==> src/rtl/sha256_msg_sched_pkg.sv <==
// Shared definitions for the SHA-256 message schedule sequencer: state encoding,
// sigma rotation/shift amounts, word width and window depth.
package sha256_msg_sched_pkg;

    typedef enum logic {
        ST_LOAD = 1'b0,
        ST_EMIT = 1'b1
    } state_e;

    localparam int WORD_W    = 32;
    localparam int WIN_DEPTH = 16;
    localparam int IDX_W     = 6;

    localparam int S0_ROT_A  = 7;
    localparam int S0_ROT_B  = 18;
    localparam int S0_SHR    = 3;
    localparam int S1_ROT_A  = 17;
    localparam int S1_ROT_B  = 19;
    localparam int S1_SHR    = 10;

    function automatic logic [WORD_W-1:0] rotr(input logic [WORD_W-1:0] x, input int n);
        return (x >> n) | (x << (WORD_W - n));
    endfunction

endpackage

==> src/rtl/sha256_msg_sched_if.sv <==
// Stream interface of the schedule sequencer: 32-bit word input and indexed W[t] output.
interface sha256_msg_sched_if;

    logic        in_valid;
    logic        in_ready;
    logic [31:0] in_data;
    logic        out_valid;
    logic        out_ready;
    logic [31:0] out_data;
    logic [5:0]  out_idx;
    logic        out_last;

    modport master (
        output in_valid, in_data, out_ready,
        input  in_ready, out_valid, out_data, out_idx, out_last
    );

    modport slave (
        input  in_valid, in_data, out_ready,
        output in_ready, out_valid, out_data, out_idx, out_last
    );

endinterface

==> src/rtl/add4.sv <==
// Shared 4-input 32-bit adder; sum wraps mod 2^32.
module add4 (
    input  logic [31:0] a,
    input  logic [31:0] b,
    input  logic [31:0] c,
    input  logic [31:0] d,
    output logic [31:0] sum
);

    assign sum = a + b + c + d;

endmodule

==> src/rtl/sha256_msg_sched_ssig.sv <==
// Module sha256_ssig: combinational small-sigma function, SEL=0 gives s0, SEL=1 gives s1.
module sha256_ssig
    import sha256_msg_sched_pkg::*;
#(
    parameter int SEL = 0
) (
    input  logic [WORD_W-1:0] x,
    output logic [WORD_W-1:0] y
);

    localparam int ROT_A = (SEL == 0) ? S0_ROT_A : S1_ROT_A;
    localparam int ROT_B = (SEL == 0) ? S0_ROT_B : S1_ROT_B;
    localparam int SHR   = (SEL == 0) ? S0_SHR   : S1_SHR;

    assign y = rotr(x, ROT_A) ^ rotr(x, ROT_B) ^ (x >> SHR);

endmodule

==> src/rtl/sha256_msg_sched.sv <==
// SHA-256 message schedule: loads 16 words, then emits W[0..ROUNDS-1] from a 16-word window.
// Optional block abort input enabled by defining SHA256_SCHED_ABORT_EN.
module sha256_msg_sched
    import sha256_msg_sched_pkg::*;
#(
    parameter int ROUNDS = 64
) (
    input  logic clk,
    input  logic rst_n,
`ifdef SHA256_SCHED_ABORT_EN
    input  logic abort,
`endif
    sha256_msg_sched_if.slave sif,
    output logic busy
);

    state_e            state_q, state_d;
    logic [IDX_W-1:0]  cnt_q, cnt_d;
    logic [WORD_W-1:0] win_q [WIN_DEPTH];

    logic              win_we;
    logic [3:0]        win_waddr;
    logic [WORD_W-1:0] win_wdata;

    logic              abort_w;
    logic              emit;
    logic              use_add;
    logic              last_t;
    logic              in_hs;
    logic              out_hs;
    logic [3:0]        idx_m16, idx_m15, idx_m7, idx_m2;
    logic [WORD_W-1:0] w_m16, w_m15, w_m7, w_m2;
    logic [WORD_W-1:0] s0_w, s1_w, sum_w, word_w;

`ifdef SHA256_SCHED_ABORT_EN
    assign abort_w = abort;
`else
    assign abort_w = 1'b0;
`endif

    assign emit    = (state_q == ST_EMIT);
    assign use_add = (cnt_q >= 6'd16);
    assign last_t  = (cnt_q == IDX_W'(ROUNDS - 1));
    assign in_hs   = sif.in_valid & ~emit;
    assign out_hs  = sif.out_ready & emit;

    // Window slot t&15 holds W[t-16]; the other taps are the same slot offsets mod 16.
    assign idx_m16 = cnt_q[3:0];
    assign idx_m15 = cnt_q[3:0] + 4'd1;
    assign idx_m7  = cnt_q[3:0] + 4'd9;
    assign idx_m2  = cnt_q[3:0] + 4'd14;

    assign w_m16 = win_q[idx_m16];
    assign w_m15 = win_q[idx_m15];
    assign w_m7  = win_q[idx_m7];
    assign w_m2  = win_q[idx_m2];

    sha256_ssig #(.SEL(0)) u_s0 (.x(w_m15), .y(s0_w));
    sha256_ssig #(.SEL(1)) u_s1 (.x(w_m2),  .y(s1_w));

    add4 u_add4 (
        .a   (s1_w),
        .b   (w_m7),
        .c   (s0_w),
        .d   (w_m16),
        .sum (sum_w)
    );

    assign word_w = use_add ? sum_w : w_m16;

    assign sif.in_ready  = ~emit;
    assign sif.out_valid = emit;
    assign sif.out_data  = emit ? word_w : '0;
    assign sif.out_idx   = emit ? cnt_q : '0;
    assign sif.out_last  = emit & last_t;
    assign busy          = emit;

    always_comb begin
        state_d   = state_q;
        cnt_d     = cnt_q;
        win_we    = 1'b0;
        win_waddr = cnt_q[3:0];
        win_wdata = sif.in_data;
        case (state_q)
            ST_LOAD: begin
                if (in_hs) begin
                    win_we = 1'b1;
                    if (cnt_q == 6'd15) begin
                        cnt_d   = '0;
                        state_d = ST_EMIT;
                    end else begin
                        cnt_d = cnt_q + 6'd1;
                    end
                end
            end
            ST_EMIT: begin
                if (out_hs) begin
                    win_we    = use_add;
                    win_wdata = sum_w;
                    if (last_t) begin
                        cnt_d   = '0;
                        state_d = ST_LOAD;
                    end else begin
                        cnt_d = cnt_q + 6'd1;
                    end
                end
            end
            default: begin
                cnt_d   = '0;
                state_d = ST_LOAD;
            end
        endcase
        // Abort wins over any handshake in the same cycle, including its buffer write.
        if (abort_w) begin
            state_d = ST_LOAD;
            cnt_d   = '0;
            win_we  = 1'b0;
        end
    end

    always_ff @(posedge clk or negedge rst_n) begin
        if (!rst_n) begin
            state_q <= ST_LOAD;
            cnt_q   <= '0;
        end else begin
            state_q <= state_d;
            cnt_q   <= cnt_d;
        end
    end

    always_ff @(posedge clk) begin
        if (win_we) begin
            win_q[win_waddr] <= win_wdata;
        end
    end

endmodule

==> src/flat_wrapper.sv <==
// flat-port wrapper written by rule: the top's interface ports become plain ports
module sha256_msg_sched_flat import sha256_msg_sched_pkg::*;
#(
    parameter int ROUNDS = 64
)
  (clk, rst_n, busy, sif_in_valid, sif_in_data, sif_out_ready, sif_in_ready, sif_out_valid, sif_out_data, sif_out_idx, sif_out_last);
  sha256_msg_sched_if sif_i ();
  input  logic clk;
  input  logic rst_n;
  output logic busy;
  input wire logic [$bits(sif_i.in_valid)-1:0] sif_in_valid;
  input wire logic [$bits(sif_i.in_data)-1:0] sif_in_data;
  input wire logic [$bits(sif_i.out_ready)-1:0] sif_out_ready;
  output wire logic [$bits(sif_i.in_ready)-1:0] sif_in_ready;
  output wire logic [$bits(sif_i.out_valid)-1:0] sif_out_valid;
  output wire logic [$bits(sif_i.out_data)-1:0] sif_out_data;
  output wire logic [$bits(sif_i.out_idx)-1:0] sif_out_idx;
  output wire logic [$bits(sif_i.out_last)-1:0] sif_out_last;
  assign sif_i.in_valid = sif_in_valid;
  assign sif_i.in_data = sif_in_data;
  assign sif_i.out_ready = sif_out_ready;
  assign sif_in_ready = sif_i.in_ready;
  assign sif_out_valid = sif_i.out_valid;
  assign sif_out_data = sif_i.out_data;
  assign sif_out_idx = sif_i.out_idx;
  assign sif_out_last = sif_i.out_last;
  sha256_msg_sched #(.ROUNDS(ROUNDS)) u_core (.clk(clk), .rst_n(rst_n), .sif(sif_i), .busy(busy));
endmodule
==> config.mk <==
export PLATFORM = sky130hd
export DESIGN_NAME = sha256_msg_sched_flat
export DESIGN_NICKNAME = d
export VERILOG_FILES = /design/src/rtl/sha256_msg_sched_pkg.sv /design/src/rtl/sha256_msg_sched_if.sv /design/src/rtl/add4.sv /design/src/rtl/sha256_msg_sched_ssig.sv /design/src/rtl/sha256_msg_sched.sv /design/src/flat_wrapper.sv
export SDC_FILE = /design/constraint.sdc
export NUM_CORES = 1
export LEC_CHECK = 0
export BUFFER_PORTS_ARGS = -buffer_cell sky130_fd_sc_hd__buf_4
export CAP_MARGIN = 20
export CORE_ASPECT_RATIO = 0.8
export CORE_MARGIN = 3
export CORE_UTILIZATION = 57
export DETAILED_ROUTE_END_ITERATION = 16
export PLACE_DENSITY = 0.84
export SYNTH_ARGS = -nofsm -noshare
export SYNTH_HDL_FRONTEND = slang
export SYNTH_SLANG_ARGS = --single-unit
export TNS_END_PERCENT = 5
==> constraint.sdc <==
create_clock -name clk -period 8.7 [get_ports clk]
set_clock_uncertainty 0.1 [all_clocks]
set_input_delay 0.87 -clock clk [delete_from_list [all_inputs] [get_ports clk]]
set_output_delay 0.87 -clock clk [all_outputs]
set_load 0.005 [all_outputs]
# == Word-level counts from Yosys, hierarchy flattened ==
# Memories as Yosys holds them, arrays and structs flattened.
# Index checks and enable logic that the tools add are counted.
# Widths: inputs -> output; s select.
# word_totals
ram_bits,512
word_cells,48
reg_bits,7
output_inout_bits,42
mem_count,1
inputBits,36
# classes
n_addsub,7
n_bitwise,12
n_reduce_logical,1
order_cmp,1
muxes,20
eq_ne,4
# mem_list
name,depth,word_bits,rd,rd_ports_with_merged_regs,write_ports,line_no,source
u_core.win_q,16,32,4,0,1,sha256_msg_sched.sv:19,logic [WORD_W-1:0] win_q [WIN_DEPTH];
# op_table
operator,n
$mux 32,4
$add 32x32->32,3
$xor 32x32->32,2
$or 13x32->32,1
$or 14x32->32,1
$or 15x32->32,1
$or 25x32->32,1
$xor 32x22->32,1
$xor 32x29->32,1
$mux 6,5
$pmux 6 s2,1
$add 4x4->4 const B,2
$mux 1,8
$add 6x1->6 const B,1
$eq 6x4->1 const B,1
$eq 6x6->1 const B,1
$ge 6x5->1 const B,1
$add 4x1->4 const B,1
$pmux 1 s2,2
$and 1x1->1,3
$ne 2x1->1 const B,1
$ne 2x2->1 const B,1
$reduce_and 2->1,1
$not 1->1,1

# == Longest topological paths before layout ==
# An unclocked memory read counts as a cell.
# logic_depth
depth_word,10
mapped_depth,31
ltp_nobuf,22

# == Modules after synthesis ==
# Synthesis repeated with hierarchy kept, for this count alone.
# hier_totals
hier_cells,2259
hier_area_um2,34195.3
# by_module_without_submodules
module,cells_each,seq_area_each_um2,n_inst,area_each_um2
sha256_msg_sched,1739,15549.9,1,29330.6
add4,456,0.0,1,3534.6
sha256_ssig (u_core.u_s0),32,0.0,1,719.4
sha256_ssig (u_core.u_s1),32,0.0,1,610.6

# == Worst setup path before layout ==
# No wires, ideal clock.
# synth_path
path_kind,register to output
startpoint,register u_core.cnt_q[0]
endpoint,output sif_out_data[24]
arrival_ns,7.596
path_slack_ns,0.134
path_stages_with_launch,31
t_required_ns,7.730
path_buffers,12
path_cell_list,dfrtp_1 > buf_6 > buf_6 > buf_4 > buf_2 > buf_2 > buf_1 > inv_1 > ha_1 > buf_2 > buf_2 > buf_2 > buf_2 > buf_2 > mux4_2 > mux4_2 > xnor2_1 > fa_1 > inv_1 > fa_1 > inv_1 > ha_1 > buf_2 > nand4_1 > or3_1 > or3_1 > o32ai_2 > o21a_1 > o221ai_2 > or4_1 > nand3_1
# synth_between
elab_chain_len,10
word_cells_on_any_way,18
classes_between,6 x add/sub; 1 x order compare; 2 x mux; 8 x bitwise; 1 x memory
# synth_rtl
element,line_no,source
from (decl),sha256_msg_sched.sv:18,"logic [IDX_W-1:0] cnt_q, cnt_d;"
from (signal assigned),sha256_msg_sched.sv:127,cnt_q <= cnt_d;
$add 4x4->4,sha256_msg_sched.sv:51,assign idx_m2 = cnt_q[3:0] + 4'd14;
$mem_v2 16x32,n/a,
$or 15x32->32 / $or 13x32->32 (equally long branches),sha256_msg_sched_pkg.sv:22,return (x >> n) | (x << (WORD_W - n));
$xor 32x32->32,sha256_msg_sched_ssig.sv:15,"assign y = rotr(x, ROT_A) ^ rotr(x, ROT_B) ^ (x >> SHR);"
$xor 32x22->32,sha256_msg_sched_ssig.sv:15,
$add 32x32->32 (3 in series),add4.sv:10,assign sum = a + b + c + d;
$mux 32 *,sha256_msg_sched.sv:69,assign word_w = use_add ? sum_w : w_m16;
$mux 32 *,sha256_msg_sched.sv:73,assign sif.out_data = emit ? word_w : '0;
to (decl),flat_wrapper.sv:16,output wire logic [$bits(sif_i.out_data)-1:0] sif_out_data;
# Every way passes the cells marked *; elsewhere a longest branch is shown, timed or not.

# == Final worst setup path ==
# Ends and elaborated chain as after synthesis.

==> flow_summary_export.csv <==
group,metric,value,unit
worst_setup_path,slowest_delay,0.60,ns
global_routing,grt_start_max_net_pins,146,
drt,viasPerCell,7.88,
clocking,numCtsBuffers,52,
timing,tns,0,ns
placed_design,dp_slack,0.544,ns
timing,final_max_slew_viol_count,0,
worst_setup_path,critical_path.max_fanout,24,
synth,synthCells,1896,
drt,drt_iter0_markers,3962,
global_routing,grt_pass1_wl,150000,um
timing,slew_headroom,0.276,
drt,wirelength,105000,um
final_layout,mostFrequentLayoutCells,"512 x edfxtp_1, 495 x mux4_2, 144 x buf_4",
placed_design,place_inst,2669,
worst_setup_path,worst_path_max_delay_cell,"dfrtp_4",
global_routing,grt_pass1_vias,21300,
worst_setup_path,critPathCaptureType,"output pin",
clocking,cts_tree,"yes",
synth,syn_area,33200,um^2
drt,final_antenna_net_count,0,
final_layout,antenna_cells,0,
global_routing,overflow,0,
synth,ys_types,61,
placed_design,dpl_cell_area,35000,um^2
synth,synth_edf_count,512,
final_layout,fin_area,36900,um^2
timing,period_needed,8.57,ns
final_layout,syn2layout_area_growth,11.0,%
synth,avgSynthCellArea,17.5,um^2
drt,drc,0,
worst_setup_path,ff2ff_path_depth,21,
synth,synth.net_count,2031,
clocking,clk_pin_slew,0.07,ns
worst_setup_path,critPathRequiredTime,7.73,ns
worst_setup_path,crit_arrival,7.60,ns
worst_setup_path,startpoint_type,"flop",
global_routing,antenna_found_initial,0,
final_layout,fin_cells,2777,
synth,async_flop_share,0.0135,
status,status,"finished clean",
timing,maxClockFrequency,117,MHz
worst_setup_path,crit_chain,"inv_1, ha_4, buf_16, mux4_2, mux4_2, xnor2_1, xnor2_1, fa_1, inv_1, fa_1, inv_1, ha_1, nand2_1, or3_1, or3_1, o32ai_2, o21a_1, o221ai_2, or4_1, nand3_1, buf_4",
worst_setup_path,crit_type,"reg -> out",
synth,synth_seq_cells,519,
timing,tightestPinTransition,1.09,ns
floorplan,dieArea,61200,um^2
drt,wl_per_cell,37.8,um
placed_design,dp_hpwl,66600,um
global_routing,track_usage,0.343,
floorplan,core-area,57200,um^2
timing,hold_violations,0,
final_layout,fillers,3786,
worst_setup_path,rrSetupSlack,0.91,ns
clocking,cts_root_buf,"clkbuf_16",
flow_run,maxCapViolations,0,
worst_setup_path,r2r-start,"u_core.cnt_q[0]$_DFFE_PN0P_",
synth,ys_warn_count,0,
placed_design,place_congestion,1.04,
floorplan,rows,78,
synth,ys_seq_area_frac,0.468,
synth,ys.flop_type,"edfxtp_1",
clocking,clkSinkCount,519,
floorplan,pin_count,78,
final_layout,final_common_cell,"edfxtp_1",
worst_setup_path,crit_top_cell,"inv_1",
timing,fin_ws,0.129,ns
clocking,worstSkewPairLatency,0.63,ns
worst_hold_path,hold_class,"in -> async",
timing,rsz0062_at_grt,"yes",
drt,vias,21900,
timing,post-route-period-util,0.985,
timing,setup_viol_count_final,0,
final_layout,fin_nets,2111,
floorplan,start_util,0.580,
clocking,cts_buffer_depth,3,
floorplan,die_x,276,um
worst_setup_path,worstReg2RegEnd,"u_core.win_q[12][30]$_DFFE_PP_",
clocking,htreeDepth,2,
placed_design,io_buffer_count,77,
drt,drtPass1Iterations,6,
floorplan,die_h,222,um
final_layout,drive_gt1_frac,0.390,
-- synth_stat cells (all sizes together) (8+ instances only) --
| cell | instances | area share |
|---|---|---|
| a211oi | 8 | 0.0021 |
| a21o | 13 | 0.0029 |
| a21oi | 41 | 0.0062 |
| and2 | 9 | 0.0017 |
| buf | 99 | 0.015 |
| clkbuf | 39 | 0.0044 |
| edfxtp | 512 | 0.46 |
| fa | 62 | 0.037 |
| ha | 37 | 0.014 |
| inv | 113 | 0.013 |
| mux2 | 13 | 0.0044 |
| mux4 | 507 | 0.35 |
| nand2 | 87 | 0.0098 |
| nand3 | 13 | 0.0020 |
| nor2 | 52 | 0.0059 |
| nor3 | 10 | 0.0015 |
| o21ai | 31 | 0.0047 |
| xnor2 | 122 | 0.032 |
| xor2 | 25 | 0.0066 |
-- metal layers --
| metal | wire length [um] | global-route usage | part of all wire |
|---|---|---|---|
| met1 | 35000 | 0.465 | 0.33 |
| met2 | 47600 | 0.511 | 0.45 |
| met3 | 17000 | 0.124 | 0.16 |
| met4 | 5340 | 0.140 | 0.051 |
| met5 | 0 | 0 | 0 |
-- worst max-delay path: cells and delay by family (launching register included) --
kind                       cells  cell delay (ns)
xor gates and xnor gates       2             0.47
buffers and inverters          5             0.60
and+or+nand+nor                5             1.49
DFF                            1             0.60
muxes                          2             1.17
adders and majority gates      4             1.82
AOI/OAI and AO/OA              3             0.79
-- worst max path at each step --
stage / depth (start not counted) / slack, ns / to / from
2_1_floorplan: 30 / 0.13 / sif_out_data[24] / u_core.cnt_q[0]$_DFFE_PN0P_
3_3_place_gp: 19 / 0.58 / sif_out_data[16] / u_core.cnt_q[0]$_DFFE_PN0P_
3_5_place_dp: 21 / 0.54 / sif_out_data[16] / u_core.cnt_q[1]$_DFFE_PN0P_
4_1_cts: 21 / -0.03 / sif_out_data[24] / u_core.cnt_q[1]$_DFFE_PN0P_
5_1_grt: 22 / -0.05 / sif_out_data[24] / u_core.cnt_q[0]$_DFFE_PN0P_
6_report: 21 / 0.13 / sif_out_data[24] / u_core.cnt_q[0]$_DFFE_PN0P_
-- flip-flops by register name, summed over array words and instances, names as in the netlist --
signal,cells
u_core.win_q,512
u_core.busy,1
u_core.cnt_q,6
-- metrics by stage --
step | hold WS, ns | util
floorplan | 0.422 | -
global route | 0.510 | 0.644
CTS | 0.497 | 0.641
detailed placement | 0.525 | 0.611
global placement | 0.500 | 0.611
finish | 0.506 | 0.644
-- cell families after synthesis --
| logic type | share of synthesized area |
|---|---|
| DFF | 0.468 |
| muxes | 0.351 |
| and+or+nand+nor | 0.0280 |
| adders and majority gates | 0.0513 |
| buffers and inverters | 0.0326 |
| xor gates and xnor gates | 0.0390 |
| AOI/OAI and AO/OA | 0.0293 |
-- cell type report --
class,count,area (um^2),area share
repair buffers,164,1460,0.0395
flip-flops and latches,519,15600,0.422
inverters,113,424,0.0115
well taps,760,951,0.0258
clock inverters,33,298,0.00808
multi-input cells,1126,16800,0.456
clock buffers,62,1360,0.0369
-- what timing repair did --
item                                   CTS  global route
pin swaps                                1             3
setup buffers                            0             9
hold buffers                             1             0
setup endpoints to repair                4            16
endpoints found under the hold margin    7             0
resized for setup                        5            16
cloned                                   0             3
Power is not shown: default switching activity piles up to over one toggle a cycle in this logic, so the estimate is an artifact.
